--- src/rtl/auteur_fifo_ctrl.sv ---
// Handshake/occupancy controller driving an unguarded auteur_fifo: ready/valid to push/pop/flush strobes.
// Optional high-water mark enabled by defining AUTEUR_FIFO_CTRL_HWM_EN.
`timescale 1ns/1ps
module auteur_fifo_ctrl #(
    parameter int DEPTH     = 8,
    parameter int PASS_FULL = 1,
    parameter int AFULL_TH  = DEPTH - 1,
    localparam int CNT_W    = $clog2(DEPTH + 1)
) (
    input  logic             clk_i,
    input  logic             rst_i,
    input  logic             flush_i,
    input  logic             valid_i,
    output logic             ready_o,
    output logic             valid_o,
    input  logic             ready_i,
    output logic             fifo_push_o,
    output logic             fifo_pop_o,
    output logic             fifo_flush_o,
    output logic [CNT_W-1:0] count_o,
    output logic             empty_o,
    output logic             full_o,
    output logic             afull_o,
    output logic [CNT_W-1:0] hwm_o
);

    if (DEPTH < 1 || DEPTH > 65536) begin : g_bad_depth
        $error("auteur_fifo_ctrl: DEPTH must lie in 1..65536");
    end

    typedef enum logic [1:0] {ST_FLUSH, ST_EMPTY, ST_PARTIAL, ST_FULL} state_t;

    localparam logic [CNT_W-1:0] DEPTH_C  = CNT_W'(DEPTH);
    localparam logic [31:0]      AFULL_C  = 32'(AFULL_TH);
    localparam logic             PASS_ON  = (PASS_FULL != 0);

    state_t           state_q;
    logic [CNT_W-1:0] count_q;
    logic [CNT_W-1:0] count_nxt;
    logic             rdy_q;
    logic             vld_q;
    logic             full_q;

    function automatic state_t decode_state(input logic [CNT_W-1:0] cnt);
        if (cnt == '0)
            return ST_EMPTY;
        else if (cnt == DEPTH_C)
            return ST_FULL;
        else
            return ST_PARTIAL;
    endfunction

    // Flush overrides every handshake; the pass-through path only exists when full.
    assign ready_o      = !flush_i && (rdy_q || (PASS_ON && full_q && ready_i));
    assign valid_o      = !flush_i && vld_q;
    assign fifo_push_o  = valid_i && ready_o;
    assign fifo_pop_o   = valid_o && ready_i;
    assign fifo_flush_o = flush_i;
    assign count_nxt    = count_q + CNT_W'(fifo_push_o) - CNT_W'(fifo_pop_o);

    always_ff @(posedge clk_i or posedge rst_i) begin
        if (rst_i) begin
            state_q <= ST_FLUSH;
            count_q <= '0;
            rdy_q   <= 1'b0;
            vld_q   <= 1'b0;
            full_q  <= 1'b0;
        end else if (flush_i) begin
            state_q <= ST_FLUSH;
            count_q <= '0;
            rdy_q   <= 1'b0;
            vld_q   <= 1'b0;
            full_q  <= 1'b0;
        end else if (state_q == ST_FLUSH) begin
            state_q <= ST_EMPTY;
            count_q <= '0;
            rdy_q   <= 1'b1;
            vld_q   <= 1'b0;
            full_q  <= 1'b0;
        end else begin
            state_q <= decode_state(count_nxt);
            count_q <= count_nxt;
            rdy_q   <= (count_nxt != DEPTH_C);
            vld_q   <= (count_nxt != '0);
            full_q  <= (count_nxt == DEPTH_C);
        end
    end

    assign count_o = count_q;
    assign empty_o = (count_q == '0);
    assign full_o  = (count_q == DEPTH_C);
    assign afull_o = (32'(count_q) >= AFULL_C);

`ifdef AUTEUR_FIFO_CTRL_HWM_EN
    logic [CNT_W-1:0] hwm_q;

    function automatic logic [CNT_W-1:0] max_cnt(input logic [CNT_W-1:0] a,
                                                 input logic [CNT_W-1:0] b);
        return (a > b) ? a : b;
    endfunction

    // Tracks the registered count, so it trails count_o by one cycle.
    always_ff @(posedge clk_i or posedge rst_i) begin
        if (rst_i)
            hwm_q <= '0;
        else if (flush_i)
            hwm_q <= '0;
        else
            hwm_q <= max_cnt(hwm_q, count_q);
    end

    assign hwm_o = hwm_q;
`else
    assign hwm_o = '0;
`endif

endmodule

--- config.mk ---
export PLATFORM = sky130hd
export DESIGN_NAME = auteur_fifo_ctrl
export DESIGN_NICKNAME = d
export VERILOG_FILES = /design/src/rtl/auteur_fifo_ctrl.sv
export SDC_FILE = /design/constraint.sdc
export NUM_CORES = 1
export LEC_CHECK = 0
export ABC_AREA = 0
export CELL_PAD_IN_SITES_DETAIL_PLACEMENT = 1
export CELL_PAD_IN_SITES_GLOBAL_PLACEMENT = 2
export CORE_ASPECT_RATIO = 0.8
export CORE_MARGIN = 3
export CORE_UTILIZATION = 26
export DETAILED_ROUTE_END_ITERATION = 12
export PLACE_DENSITY = 0.9
export SLEW_MARGIN = 40
export SYNTH_ARGS = -nofsm -noshare
export SYNTH_HDL_FRONTEND = slang
export SYNTH_SLANG_ARGS = --single-unit
--- constraint.sdc ---
create_clock -name clk_i -period 4.3 [get_ports clk_i]
set_clock_uncertainty 0.1 [all_clocks]
set_input_delay 0.43 -clock clk_i [delete_from_list [all_inputs] [get_ports clk_i]]
set_output_delay 0.43 -clock clk_i [all_outputs]
set_load 0.03 [all_outputs]
# Yosys cells after proc, flatten, opt, wreduce, memory -nomap -nowiden
# Index checks and enable logic that the tools add are counted.
totals:
  ff_bits: 9
  in_bits: 5
  wordCells: 34
classes:
  n_addsub: 2
  order_cmp: 1
  n_eq_ne: 3
  mux: 12
  n_reduce_logical: 11
ops:
  columns: ["cell", "n"]
  rows:
  - ["4-bit == test, second input constant", 2]
  - ["4-bit zero test", 2]
  - ["4-bit 2-to-1 mux", 2]
  - ["1-bit 2-to-1 mux", 7]
  - ["2-bit 2-to-1 mux", 3]
  - ["1-bit logical AND", 5]
  - ["4-bit by 1-bit adder with 4-bit output", 1]
  - ["4-bit by 3-bit greater-or-equal comparator with 1-bit output, second input constant", 1]
  - ["4-bit != test, second input constant", 1]
  - ["4-bit nonzero test", 1]
  - ["4-bit by 1-bit subtractor with 4-bit output", 1]
  - ["2-bit zero test", 1]
  - ["1-bit zero test", 1]
  - ["1-bit logical OR", 1]

# Logic depth before layout (Yosys ltp)
depth:
  depth_word: 11
  ltp_mapped: 9
  mapped_depth_nobuf: 9

# Least setup slack after synthesis
# Ideal clock, no wire load.
synth_timing:
  kind: "input to register"
  start: "input flush_i"
  end: "register full_q"
  setup_time_ns: 0.087
  t_arrival_ns: 2.765
  t_required_ns: 4.113
  path_slack_ns: 1.348
  stages: 8
  path_cell_list: "nor2b_1 > and2_1 > ha_1 > inv_1 > ha_1 > fa_1 > or3_1 > a211oi_2"
synth_via:
  word_cells_on_any_way: 10
synth_rtl:
  columns: ["element", "line_no", "text"]
  rows:
  - ["start, declared", "12", "input logic flush_i,"]
  - ["1-bit zero test", "55", "assign valid_o = !flush_i && vld_q;"]
  - ["1-bit logical AND", "55", null]
  - ["1-bit logical AND", "57", "assign fifo_pop_o = valid_o && ready_i;"]
  - ["named net fifo_pop_o", "18", "output logic fifo_pop_o,"]
  - ["4-bit by 1-bit subtractor with 4-bit output", "59", "assign count_nxt = count_q + CNT_W'(fifo_push_o) - CNT_W'(fifo_pop_o);"]
  - ["4-bit == test", "85", "full_q <= (count_nxt == DEPTH_C);"]
  - ["1-bit 2-to-1 mux", "74", "end else if (state_q == ST_FLUSH) begin"]
  - ["1-bit 2-to-1 mux", "68", "end else if (flush_i) begin"]
  - ["end signal, assigned", "85", null]
  - ["end, declared", "42", "logic full_q;"]
# The timed path passes the listed nets, and every way through them passes these cells.

# Final worst setup path
layout_timing:
  start: "input flush_i"
  end: "register state_q[0]"
layout_via:
  elab_chain_len: 10
  word_cells_on_any_way: 13
layout_lines:
  columns: ["element", "line_no", "text"]
  rows:
  - ["1-bit zero test", "54, 55", null]
  - ["1-bit logical AND", "54", "assign ready_o = !flush_i && (rdy_q || (PASS_ON && full_q && ready_i));"]
  - ["1-bit logical AND", "56", "assign fifo_push_o = valid_i && ready_o;"]
  - ["4-bit by 1-bit adder with 4-bit output", "59", null]
  - ["4-bit by 1-bit subtractor with 4-bit output", "59", null]
  - ["4-bit == test", "47", "else if (cnt == DEPTH_C)"]
  - ["1-bit 2-to-1 mux", "47", null]
  - ["2-bit 2-to-1 mux", "45", "if (cnt == '0)"]
  - ["2-bit 2-to-1 mux", "74", null]
  - ["2-bit 2-to-1 mux (*)", "68", null]
  - ["end signal, assigned", "81", "state_q <= decode_state(count_nxt);"]
  - ["end, declared", "37", "state_t state_q;"]
# Every way passes the cells marked *; elsewhere a longest branch is shown, timed or not.

==> impl_results.html <==
<table>
<tr><th>Metric</th><th>Value</th></tr>
<tr><th colspan="2">Logic synthesis</th></tr>
<tr><td>Flop and latch count out of synthesis</td><td>8</td></tr>
<tr><td>Synth top area share</td><td>34.8%</td></tr>
<tr><td>Ys flop type</td><td>dfrtp_1</td></tr>
<tr><td>Compound-gate portion of the synthesized area</td><td>10.4%</td></tr>
<tr><td>Post-Synth XOR/XNOR Area</td><td>1.52%</td></tr>
<tr><td>Synth warn</td><td>0</td></tr>
<tr><td>Post-synthesis cell type count</td><td>26</td></tr>
<tr><td>Proportion of register bits with asynchronous set or reset after synthesis</td><td>100%</td></tr>
<tr><td>Ranking of synthesized cells by area</td><td>dfrtp_1 (35%), ha_1 (15%), buf_4 (6.5%)</td></tr>
<tr><td>Adder-cell share of the synthesized area</td><td>18.7%</td></tr>
<tr><td>Portion of the post-synthesis area used by sequential elements</td><td>34.8%</td></tr>
<tr><td>Number of enable-type register cells in the synthesized netlist</td><td>0</td></tr>
<tr><td>Top cells by count, synth</td><td>inv_1 (9), dfrtp_1 (8), ha_1 (7)</td></tr>
<tr><td>Per-instance average area after synthesis</td><td>9.44 um2</td></tr>
<tr><td>Simple-gate share of the synthesized area</td><td>21.5%</td></tr>
<tr><td>Largest family of logic cells by synthesized area</td><td>simple AND/OR/NAND/NOR gates</td></tr>
<tr><td>Cell accounting for the most synthesized area</td><td>dfrtp_1</td></tr>
<tr><td>Mux contribution to synthesized area</td><td>0%</td></tr>
<tr><td>Cell count after synthesis</td><td>61</td></tr>
<tr><td>Post-synthesis cell area</td><td>576 um2</td></tr>
<tr><td>Cell with the most instances after synthesis</td><td>inv_1</td></tr>
<tr><th colspan="2">Global routing</th></tr>
<tr><td>Global-route wire length before repair</td><td>2010 um</td></tr>
<tr><td>Largest net degree at the start of global routing</td><td>10</td></tr>
<tr><td>Via count of the first global-routing pass</td><td>453</td></tr>
<tr><td>Gr usage total</td><td>10.1%</td></tr>
<tr><td>Antenna violations before repair</td><td>0</td></tr>
<tr><td>GRT Residual Overflow</td><td>0</td></tr>
<tr><th colspan="2">Timing</th></tr>
<tr><td>Max-slew violation total from the final report</td><td>0</td></tr>
<tr><td>Final Cycle Share</td><td>67.2%</td></tr>
<tr><td>Final Hold Fails</td><td>0</td></tr>
<tr><td>Setup_tns</td><td>0 ns</td></tr>
<tr><td>RSZ-0062 raised after global routing</td><td>no</td></tr>
<tr><td>Maximum clock frequency</td><td>0.346 GHz</td></tr>
<tr><td>Number of endpoints failing setup at the final stage</td><td>0</td></tr>
<tr><td>Final Critical Period</td><td>2.89 ns</td></tr>
<tr><td>Fin Hold WS</td><td>0.329 ns</td></tr>
<tr><th colspan="2">Pwr</th></tr>
<tr><td>Peak supply drop</td><td>0.138 mV</td></tr>
<tr><td>Pwr Density</td><td>347 nW/um2</td></tr>
<tr><td>Design Power</td><td>0.265 mW</td></tr>
<tr><td>Lkg Pwr</td><td>0.341 nW</td></tr>
<tr><th colspan="2">Setup path</th></tr>
<tr><td>Crit path launch type</td><td>primary input</td></tr>
<tr><td>Kind of critical path</td><td>primary input to flip-flop</td></tr>
<tr><td>Worst Path Required</td><td>4.38 ns</td></tr>
<tr><td>Worst-path maximum fanout</td><td>9</td></tr>
<tr><td>Family with the most delay on the worst path</td><td>adder cells</td></tr>
<tr><td>Arrival @ worst endpoint</td><td>2.96 ns</td></tr>
<tr><td>Maximum single-stage delay on the critical path</td><td>0.62 ns</td></tr>
<tr><td>Cell type with the highest occurrence count on the critical path</td><td>ha_1</td></tr>
<tr><td>Slowest cell on the critical path</td><td>clkdlybuf4s50_1</td></tr>
<tr><td>Critical path capture point type</td><td>flip-flop</td></tr>
<tr><td>Ordered cell list for the critical path</td><td>clkdlybuf4s50_1, nor2b_1, and2_1, ha_1, inv_1, ha_1, fa_1, xor2_1, or3_1, a21oi_1</td></tr>
<tr><td>CP bufs+invs</td><td>2</td></tr>
<tr><th colspan="2">Placed design</th></tr>
<tr><td>HPWL after detailed placement</td><td>1070 um</td></tr>
<tr><td>Port bufs</td><td>16</td></tr>
<tr><td>Final RePlAce weighted congestion</td><td>0.705</td></tr>
<tr><td>Placed cell area</td><td>739 um2</td></tr>
<tr><th colspan="2">Finish</th></tr>
<tr><td>Fraction of final layout cells with drive strength greater than 1</td><td>8.97%</td></tr>
<tr><td>Post-layout util</td><td>38.5%</td></tr>
<tr><td>Antenna Diode Count</td><td>0</td></tr>
<tr><td>Fillers</td><td>241</td></tr>
<tr><td>Net total in the final layout</td><td>93</td></tr>
<tr><td>Area delta synth-&gt;final</td><td>32.4%</td></tr>
<tr><td>Final standard cell area without fillers</td><td>762 um2</td></tr>
<tr><th colspan="2">Route</th></tr>
<tr><td>Routed met1 length</td><td>518 um</td></tr>
<tr><td>Pre-antenna DRT Iters</td><td>2</td></tr>
<tr><td>Via density per instance</td><td>4.51</td></tr>
<tr><td>First-iteration detailed-routing DRC count</td><td>6</td></tr>
<tr><td>Number of remaining DRC errors</td><td>0</td></tr>
<tr><td>Total met3 wirelength after detailed routing</td><td>85 um</td></tr>
<tr><td>DRT Wirelength</td><td>1250 um</td></tr>
<tr><td>Via count</td><td>460</td></tr>
<tr><td>Wire per inst</td><td>12.2 um</td></tr>
<tr><td>Met2 layer wire length in the routed design</td><td>636 um</td></tr>
<tr><td>DR top layer</td><td>met4</td></tr>
<tr><td>Antenna violation net count after detailed routing</td><td>0</td></tr>
<tr><th colspan="2">Outcome</th></tr>
<tr><td>Status</td><td>finished, final reports clean</td></tr>
<tr><th colspan="2">Floorplanning</th></tr>
<tr><td>Starting density of the core</td><td>29.1%</td></tr>
<tr><td>Number of rows created at floorplan</td><td>14</td></tr>
<tr><td>DIE AREA</td><td>2820 um2</td></tr>
<tr><td>IO Pins</td><td>21</td></tr>
<tr><td>X dimension of the die</td><td>58.6 um</td></tr>
<tr><td>Die height</td><td>48.1 um</td></tr>
<tr><td>Core Box Area</td><td>1980 um2</td></tr>
<tr><th colspan="2">Clock tree</th></tr>
<tr><td>Longest Clk Path Bufs</td><td>2</td></tr>
<tr><td>Number of clock sinks</td><td>8</td></tr>
<tr><td>Later-pin clock latency in the skew report</td><td>0.25 ns</td></tr>
<tr><td>Root Buffer</td><td>clkbuf_4</td></tr>
<tr><td>TritonCTS buffer count</td><td>3</td></tr>
<tr><td># Post-CTS Setup Buffers</td><td>0</td></tr>
<tr><td>CTS tree</td><td>yes</td></tr>
<tr><td>Hold-fix buffer count after cts</td><td>0</td></tr>
<tr><td>CTS H-Tree Depth</td><td>1</td></tr>
<tr><td>Number of gates given a new drive strength after cts</td><td>0</td></tr>
<tr><td>Clock transition at the registers of the reported paths</td><td>0.05 ns</td></tr>
<tr><th colspan="2">Worst hold path</th></tr>
<tr><td>Worst hold path class</td><td>primary input to asynchronous set/reset pin</td></tr>
<tr><th colspan="2">Job</th></tr>
<tr><td>MaxCap Viol Count</td><td>0</td></tr>
</table>
==> metal layers <==
layer / vias to the layer above / track usage (%)
met2: 14 / 18.5
met1: 212 / 11.6
met3: 2 / 2.70
met4: 0 / 4.07
li1: 232 / -
met5: - / 0
==> state kept, by name, indices dropped and copies added (netlist names) <==
signal and count:
full_q 1, count_o 4, state_q 2, rdy_q 1
==> logic make-up after synthesis <==
| logic type | after synthesis |
|---|---|
| compound gates | 9 |
| xor+xnor | 1 |
| fa+ha+maj | 8 |
| buf+inv | 14 |
| flops | 8 |
| other cells | 1 |
| simple gates | 20 |
==> final cells by class <==
cell class	count	area, um2	share of cell area [%]
sequential	8	200	26.3
tap	24	30.0	3.94
multi-input combinational	42	315	41.4
inverter	9	33.8	4.43
clock buffer	3	22.5	2.96
timing repair buffer	16	160	21.0
==> worst paths after layout <==
path                            startpoint          to  slack, ns  cells past startpoint
worst max-delay path               flush_i  state_q[0]       1.41                     10
worst min-delay path                 rst_i       rdy_q       0.33                      2
worst max register to register  state_q[1]  state_q[0]       1.78                      9
worst min register to register  state_q[0]  state_q[0]       0.45                      2
max in group asynchronous            rst_i  count_o[3]       3.54                      2
min in group clk_i              state_q[0]  state_q[0]       0.45                      2
==> stage by stage <==
step / setup WS, ns / instances
6_report: 1.41 / 102
4_1_cts: 1.39 / 102
2_1_floorplan: 1.35 / 64
5_1_grt: 1.23 / 102
3_5_place_dp: 1.15 / 99
3_3_place_gp: 1.22 / 99
==> cell usage in the layout, fill, tap and decap left out, drive strengths merged, types with 2 or more instances in the layout <==
cell type	netlist	routed
clkdlybuf4s50	0	16
ha	7	7
nor2	4	4
or3	3	3
a21oi	3	3
nor2b	2	2
inv	9	9
and3	3	3
and2	2	2
conb	1	4
dfrtp	8	8
o21ai	2	2
clkbuf	0	3
==> power by group <==
group	switching, mW	internal, mW
clock	0.0241	0.0318
combinational	0.0701	0.0484
sequential	0.00514	0.0852
total	0.0993	0.165
==> worst reg2reg max path: cells and delay by family (launching register included) <==
kind | cells | cell delay (ns)
AOI/OAI and AO/OA | 1 | 0.16
adders and majority gates | 3 | 0.86
buffers and inverters | 1 | 0.04
xor gates and xnor gates | 1 | 0.21
DFF | 1 | 0.38
and+or+nand+nor | 3 | 0.68
Note: power is estimated with default switching activity, not from simulation.
